===== config.mk =====
export PLATFORM = sky130hd
export DESIGN_NAME = fabric_reset_ctrl
export DESIGN_NICKNAME = d
export VERILOG_FILES = /design/src/rtl/fabric_reset_ctrl.sv
export SDC_FILE = /design/constraint.sdc
export NUM_CORES = 1
export LEC_CHECK = 0
export CAP_MARGIN = 5
export CORE_UTILIZATION = 39
export CTS_CLUSTER_DIAMETER = 150
export DETAILED_ROUTE_END_ITERATION = 16
export PLACE_DENSITY = 0.65
export SLEW_MARGIN = 20
export SYNTH_ARGS = -nofsm -noshare
export SYNTH_HDL_FRONTEND = slang
export SYNTH_SLANG_ARGS = --single-unit
export TNS_END_PERCENT = 1

===== constraint.sdc =====
create_clock -name clk -period 3.1 [get_ports clk]
set_clock_uncertainty 0.15 [all_clocks]
set_input_delay 0.62 -clock clk [delete_from_list [all_inputs] [get_ports clk]]
set_output_delay 0.62 -clock clk [all_outputs]
set_load 0.03 [all_outputs]

===== src/rtl/fabric_reset_ctrl.sv =====
`default_nettype none
// ============================================================================
//  Module      : fabric_reset_ctrl
//  Description : Qualifies the CCC PLL lock and sequences a synchronously
//                released fabric reset, with sticky lock-loss status.
//  Revision    : 1.0  initial release
// ============================================================================
module fabric_reset_ctrl #(
    parameter int LOCK_STABLE_CYCLES = 4,
    parameter int RESET_HOLD_CYCLES  = 8,
    parameter int LOSS_CNT_W         = 8
) (
    input  logic                  clk,
    input  logic                  arst_n,
    input  logic                  pll_lock,
    input  logic                  sw_rst_req,
    input  logic                  clr_status,
    output logic                  fabric_reset_n,
    output logic [1:0]            state,
    output logic                  pll_lock_lost,
    output logic [LOSS_CNT_W-1:0] lock_loss_cnt
);

    localparam int c_CNT_MAX = (LOCK_STABLE_CYCLES > RESET_HOLD_CYCLES) ?
                               LOCK_STABLE_CYCLES : RESET_HOLD_CYCLES;
    localparam int c_CNT_W   = $clog2(c_CNT_MAX) + 1;
    localparam logic [c_CNT_W-1:0]    c_STABLE_LAST = c_CNT_W'(LOCK_STABLE_CYCLES - 1);
    localparam logic [c_CNT_W-1:0]    c_HOLD_LAST   = c_CNT_W'(RESET_HOLD_CYCLES - 1);
    localparam logic [LOSS_CNT_W-1:0] c_LOSS_MAX    = '1;

    typedef enum logic [1:0] {
        ST_WAIT_LOCK = 2'd0,
        ST_STABILIZE = 2'd1,
        ST_HOLD      = 2'd2,
        ST_RUN       = 2'd3
    } state_t;

    logic                  r_sync_meta;
    logic                  r_lock_s;
    state_t                r_state;
    logic [c_CNT_W-1:0]    r_cnt;
    logic                  r_fabric_reset_n;
    logic                  r_lock_lost;
    logic [LOSS_CNT_W-1:0] r_loss_cnt;
    logic                  w_loss_event;

    // First flop may go metastable; nothing but the second flop reads it.
    always_ff @(posedge clk or negedge arst_n) begin
        if (!arst_n) begin
            r_sync_meta <= 1'b0;
            r_lock_s    <= 1'b0;
        end else begin
            r_sync_meta <= pll_lock;
            r_lock_s    <= r_sync_meta;
        end
    end

    assign w_loss_event = !r_lock_s && (r_state == ST_HOLD || r_state == ST_RUN);

    always_ff @(posedge clk or negedge arst_n) begin
        if (!arst_n) begin
            r_state          <= ST_WAIT_LOCK;
            r_cnt            <= '0;
            r_fabric_reset_n <= 1'b0;
        end else begin
            r_fabric_reset_n <= 1'b0;
            case (r_state)
                ST_WAIT_LOCK: begin
                    if (r_lock_s) begin
                        r_state <= ST_STABILIZE;
                        r_cnt   <= '0;
                    end
                end
                ST_STABILIZE: begin
                    if (!r_lock_s) begin
                        r_state <= ST_WAIT_LOCK;
                    end else if (r_cnt == c_STABLE_LAST) begin
                        r_state <= ST_HOLD;
                        r_cnt   <= '0;
                    end else begin
                        r_cnt <= r_cnt + 1'b1;
                    end
                end
                ST_HOLD: begin
                    if (!r_lock_s) begin
                        r_state <= ST_WAIT_LOCK;
                    end else if (r_cnt == c_HOLD_LAST) begin
                        r_state          <= ST_RUN;
                        r_fabric_reset_n <= 1'b1;
                    end else begin
                        r_cnt <= r_cnt + 1'b1;
                    end
                end
                ST_RUN: begin
                    // Lock loss outranks a coincident software request.
                    if (!r_lock_s) begin
                        r_state <= ST_WAIT_LOCK;
                    end else if (sw_rst_req) begin
                        r_state <= ST_HOLD;
                        r_cnt   <= '0;
                    end else begin
                        r_fabric_reset_n <= 1'b1;
                    end
                end
                default: begin
                    r_state <= ST_WAIT_LOCK;
                end
            endcase
        end
    end

    always_ff @(posedge clk or negedge arst_n) begin
        if (!arst_n) begin
            r_lock_lost <= 1'b0;
            r_loss_cnt  <= '0;
        end else begin
            if (w_loss_event) begin
                r_lock_lost <= 1'b1;
                if (r_loss_cnt != c_LOSS_MAX) begin
                    r_loss_cnt <= r_loss_cnt + 1'b1;
                end
            end else if (clr_status) begin
                r_lock_lost <= 1'b0;
            end
        end
    end

    assign fabric_reset_n = r_fabric_reset_n;
    assign state          = r_state;
    assign pll_lock_lost  = r_lock_lost;
    assign lock_loss_cnt  = r_loss_cnt;

endmodule
`default_nettype wire


==> results.cfg, run 1 <==
[worst_setup_path]
start_kind = flip-flop
path_class = reg -> reg
endpoint_kind = flip-flop
required_ns = 3.19
slowest_delay_ns = 0.53
crit_fanout = 9
crit_chain = inv_1 -> ha_1 -> nor4_4 -> a21oi_1 -> or4_1 -> nand4_1
crit_buf_inv = 1
cpLargestDelayFamily = simple AND/OR/NAND/NOR gates
crit_arrival_ns = 2.31
cp_slowest_cell = or4_1

[timing]
slew_viol_final = 0
period_needed_ns = 2.23
setup_viol = 0
max_freq_ghz = 0.449
post-route-period-util = 0.718
slew_headroom = 0.447
rsz0062_at_grt = no
worstMarginPinSlew_ns = 0.826
hold_viol_final = 0
fin_hold_ws_ns = 0.210
setup_tns_ns = 0

[logic_synthesis]
syn-cell-area_um2 = 1030
synth-edff-count = 0
synth_nets = 112
netlist_instances = 100
syn_avg_cell_area_um2 = 10.3
ys_types = 39
synthFlopType = dfrtp_1
synth_warnings = 0
synth-seq-cells = 18
synthArstFlopShare = 1.00
seq_area_frac_synth = 0.438

[clock_tree]
ctsHoldBuffers = 0
clock_latency_ns = 0.29
cts_buffers = 3
clock_sinks = 18
clk_pin_slew_ns = 0.10
cts_tree = yes
root_buffer = clkbuf_4
htreeDepth = 1
post_cts_resized = 0
post_cts_buffers = 0
cts.path.max_buffers = 2

[grt]
track_usage = 0.164
grt_pass1_wl_um = 3350
antenna_found_initial = 0
grt_overflow_total = 0
grt_pass1_vias = 769
grt_max_degree = 19

[power]
power_mw = 1.02
cellLeakagePower_nw = 0.540
p_per_area_nw_per_um2 = 820
ir_worst_vdd_v = 0.000543

[placement]
port_buffers = 16
dpl_cell_area_um2 = 1210
hpwl_um = 1410
gp_congestion = 0.775

[floorplan]
coreArea_um2 = 2480
die_w_um = 53.4
dieArea_um2 = 2850
chipHeight_um = 53.4
io_pins = 17
initial_core_util = 0.415
rows = 18

[routing]
drtIter0Drc = 18
route.detailed.drc = 0
wl_per_cell_um = 13.0
vias = 787
drtAntennaViolNets = 0
firstDrtPassIters = 4
wirelength_um = 1920
via_per_inst = 5.32

[status]
status = completed

[final_layout]
n_fill_cell = 243
area_growth_pct = 21.2
final_layout_size_suffix_gt1_frac = 0.102
final_cell_mix = dfrtp_1 (18), clkdlybuf4s50_1 (16), nand2_1 (7), ha_1 (7)
diodes = 0
layout_commonest_cell = dfrtp_1
finish.utilization = 0.503
fin_area_um2 = 1250
multi_input_comb_area_um2 = 539
regArea_um2 = 450
fin_nets = 131

[job]
maxCapViolCount = 0

[min_path]
hold_path_class = reg -> reg
-- power by group --
part	switching, mW	total (mW)	internal, mW	leakage, nW
logic	0.296	0.521	0.225	0.284
registers	0.0651	0.357	0.291	0.236
clock network	0.0732	0.145	0.0716	0.0210
total	0.434	1.02	0.588	0.540
-- flip-flops by register name (all words and copies together), names as in the netlist --
register        count
lock_loss_cnt       8
r_lock_s            1
r_cnt               4
state               2
fabric_reset_n      1
pll_lock_lost       1
r_sync_meta         1
-- routing by layer --
layer / GRT usage / vias to the layer above / routed length, um
li1: - / 404 / -
met1: 0.225 / 361 / 980
met2: 0.252 / 20 / 834
met3: 0.0546 / 2 / 88
met4: 0.0263 / 0 / 15
met5: 0 / - / 0
-- area by class of cell --
type / count / area share
Multi-Input combinational cell: 74 / 0.433
Sequential cell: 18 / 0.361
Inverter: 6 / 0.0181
Timing Repair Buffer: 16 / 0.129
Tap cell: 30 / 0.0301
Clock buffer: 4 / 0.0291
-- worst paths after layout --
path                              from          endpoint  slack, ns  cells after the start
max                           state[0]          r_cnt[2]       0.87                      6
min                        r_sync_meta          r_lock_s       0.21                      0
max reg2reg                   state[0]          r_cnt[2]       0.87                      6
min reg2reg                r_sync_meta          r_lock_s       0.21                      0
max in group asynchronous       arst_n  lock_loss_cnt[5]       1.65                      1
min in group asynchronous       arst_n          r_cnt[3]       0.64                      1
-- worst register-to-register path, stage by stage (launching register included) --
cell	delay [ns]
dfrtp_1	0.45
inv_1	0.13
ha_1	0.34
nor4_4	0.35
a21oi_1	0.12
or4_1	0.53
nand4_1	0.10
-- per-stage QoR --
stage	worst slack, ns	std cells
6_report	0.874	148
5_1_grt	0.745	148
4_1_cts	0.876	148
3_5_place_dp	0.904	144
3_3_place_gp	0.934	144
2_1_floorplan	0.852	100
-- cells in the mapped netlist (all sizes together), types with 2 or more instances --
| master | number | area [um^2] |
|---|---|---|
| buf | 2 | 16.3 |
| nor3b | 2 | 15.0 |
| dfrtp | 18 | 450 |
| a21oi | 3 | 15.0 |
| and3 | 2 | 12.5 |
| or4 | 3 | 22.5 |
| and2 | 2 | 12.5 |
| a21o | 2 | 15.0 |
| o31ai | 2 | 15.0 |
| nand2b | 3 | 21.3 |
| ha | 7 | 87.6 |
| nor3 | 2 | 10.0 |
| xnor2 | 2 | 17.5 |
| o211ai | 2 | 20.0 |
| mux2 | 3 | 33.8 |
| nor2 | 4 | 15.0 |
| nand3 | 5 | 25.0 |
| o21ai | 7 | 35.0 |
| inv | 6 | 22.5 |
| nand4 | 3 | 18.8 |
| nand2 | 7 | 26.3 |
-- cells by family (layout without fill, tap and decap cells) --
kind of cell	count (synthesis)	in the layout	synth area share
compound gates	22	22	0.150
xor+xnor	3	3	0.0256
fa+ha+maj	7	7	0.0852
buf+inv	8	26	0.0377
flops	18	18	0.438
mux	3	3	0.0328
simple gates	39	39	0.231
Power figures use the tool's default switching activity.
==> run 2: changes to the inputs <==
--- a/config.mk
+++ b/config.mk
@@ -9,7 +9,7 @@
 export CORE_UTILIZATION = 39
 export CTS_CLUSTER_DIAMETER = 150
 export DETAILED_ROUTE_END_ITERATION = 16
-export PLACE_DENSITY = 0.65
+export PLACE_DENSITY = 0.67
 export SLEW_MARGIN = 20
 export SYNTH_ARGS = -nofsm -noshare
 export SYNTH_HDL_FRONTEND = slang
==> constraint.sdc (replaced) <==
create_clock -name clk -period 2.01 [get_ports clk]
set_clock_uncertainty 0.15 [all_clocks]
set_input_delay 0.402 -clock clk [delete_from_list [all_inputs] [get_ports clk]]
set_output_delay 0.402 -clock clk [all_outputs]
set_load 0.03 [all_outputs]
==> run 2 against run 1 <==
Clock-buffer cell count unchanged. Global-route usage rose by 0.55 points. Final cell count increased by 2.0%. Largest cell class unchanged. Largest power group unchanged.
==> results.cfg, run 2 (synthesis results as in run 1) <==
[routing]
firstDrtPassIters = 4
wl_per_cell_um = 13.6
vias = 839
drtAntennaViolNets = 0
route.detailed.drc = 0
drtIter0Drc = 8
wirelength_um = 2050
via_per_inst = 5.56

[worst_setup_path]
r2r_cells = 6
crit_arrival_ns = 2.05
r2r_start = state[1]
slowest_delay_ns = 0.51
endpoint_kind = flip-flop
cp_slowest_cell = or4_1
start_kind = flip-flop
required_ns = 2.08
crit_fanout = 5
timing.rr.end = r_cnt[2]
path_class = reg -> reg
crit_chain = inv_2 -> ha_2 -> nor4_4 -> a21oi_2 -> or4_1 -> nand4_1
r2r_setup_slack_ns = 0.03

[clock_tree]
ctsHoldBuffers = 0
clock_latency_ns = 0.29
clock_sinks = 18
cts.path.max_buffers = 2
htreeDepth = 1
cts_tree = yes
root_buffer = clkbuf_4
cts_buffers = 3
clk_pin_slew_ns = 0.11
post_cts_buffers = 0

[floorplan]
dieArea_um2 = 2850
rows = 18
io_pins = 17
die_w_um = 53.4
initial_core_util = 0.415
chipHeight_um = 53.4
coreArea_um2 = 2480

[final_layout]
layout_commonest_cell = dfrtp_1
fin_nets = 134
final_cell_mix = dfrtp_1 (16), clkdlybuf4s50_1 (9), nand2_1 (7)
fin_cells = 151
fin_area_um2 = 1310
diodes = 0
area_growth_pct = 27.1
n_fill_cell = 241
largest_register_ffs = 8
final_layout_size_suffix_gt1_frac = 0.190

[grt]
grt_overflow_total = 0
antenna_found_initial = 0
grt_pass1_wl_um = 3440
grt_max_degree = 19
grt_pass1_vias = 814
track_usage = 0.170

[placement]
dp_slack_ns = 0.0454
dp.cells = 147
hpwl_um = 1530
gp_congestion = 0.807
port_buffers = 16
dpl_cell_area_um2 = 1270

[power]
cellLeakagePower_nw = 0.626
power_mw = 1.59
p_per_area_nw_per_um2 = 1220
p_comb_frac = 0.528
sequentialPowerShare = 0.353
clkPwrFrac = 0.118
ir_worst_vdd_v = 0.000725
p_sw_mw = 0.693
cellInternalPower_mw = 0.902
p_sw_frac = 0.434

[timing]
fin_ws_ns = 0.0320
hold_viol_final = 0
period_needed_ns = 1.98
max_freq_ghz = 0.506
post-route-period-util = 0.984
worstMarginPinSlew_ns = 0.411
setup_viol = 0
rsz0062_at_grt = yes
setup_tns_ns = 0
slew_headroom = 0.723
slew_viol_final = 0

[job]
maxCapViolCount = 0

[min_path]
hold_path_class = reg -> reg
min_to = r_lock_s
holdCritStartpoint = r_sync_meta
hold_depth = 0

[status]
status = completed
==> run 2: cell count changes in the layout (fill, tap and decap cells not counted), sizes merged <==
cell	previous run	this run
buf	0	3
clkdlybuf4s50	16	9
dlygate4sd2	0	1
dlymetal6s2s	0	6
==> run 2: critical path, delay by kind of cell (launching register included) <==
kind / cells / cell delay, ns
AO/OA/AOI/OAI: 1 / 0.08
adder cells (fa/ha/maj): 1 / 0.22
buffers and inverters: 1 / 0.08
flip-flops: 1 / 0.45
AND/OR/NAND/NOR: 3 / 0.93
==> run 2: timing repair <==
action | 4_1_cts | 5_1_grt
gates cloned | 0 | 0
hold endpoints to repair | 0 | 0
gates resized for setup | 1 | 6
endpoints found under the setup margin | 1 | 8
pin swaps | 0 | 1
==> run 2: power groups by stage <==
| stage | Sequential, mW | Clock, mW | Combinational [mW] |
|---|---|---|---|
| global route | 0.582 | 0.214 | 0.911 |
| floorplan | 0.687 | 0 | 0.462 |
| global placement | 0.567 | 0 | 0.834 |
| finish | 0.564 | 0.189 | 0.843 |
| detailed placement | 0.569 | 0 | 0.857 |
| CTS | 0.565 | 0.201 | 0.859 |
==> run 2: how the worst max path moves through the flow <==
stage / slack (ns) / endpoint / depth (start not counted) / startpoint
CTS: 0.001 / lock_loss_cnt[3] / 1 / lock_loss_cnt[3]
finish: 0.03 / r_cnt[2] / 6 / state[1]
global route: -0.05 / r_cnt[2] / 6 / state[1]
global placement: 0.09 / r_cnt[2] / 5 / sw_rst_req
detailed placement: 0.05 / r_cnt[2] / 5 / sw_rst_req
floorplan: -0.004 / lock_loss_cnt[6] / 7 / state[0]
==> run 2: layout make-up <==
class                      instances  area [um^2]  share of cell area
sequential                        18          453               0.346
inverter                           6         22.5              0.0172
multi-input combinational         74          572               0.437
timing repair buffer              19          196               0.150
clock buffer                       4         26.3              0.0201
tap                               30         37.5              0.0287
==> run 2: layer usage <==
metal	vias up	GRT usage	share of wire	routed length (um)
met2	21	0.302	0.50	1020
met4	0	0.0789	0	0
met3	0	0.0259	0.041	85
met1	409	0.195	0.46	951
met5	-	0	0	0
li1	409	-	-	-
==> run 2: through the flow <==
stage	utilization	hold WS [ns]
after floorplan	-	-0.0436
after global placement	0.512	0.183
after detailed placement	0.512	0.187
after CTS	0.522	0.213
after global routing	0.528	0.229
final	0.528	0.210
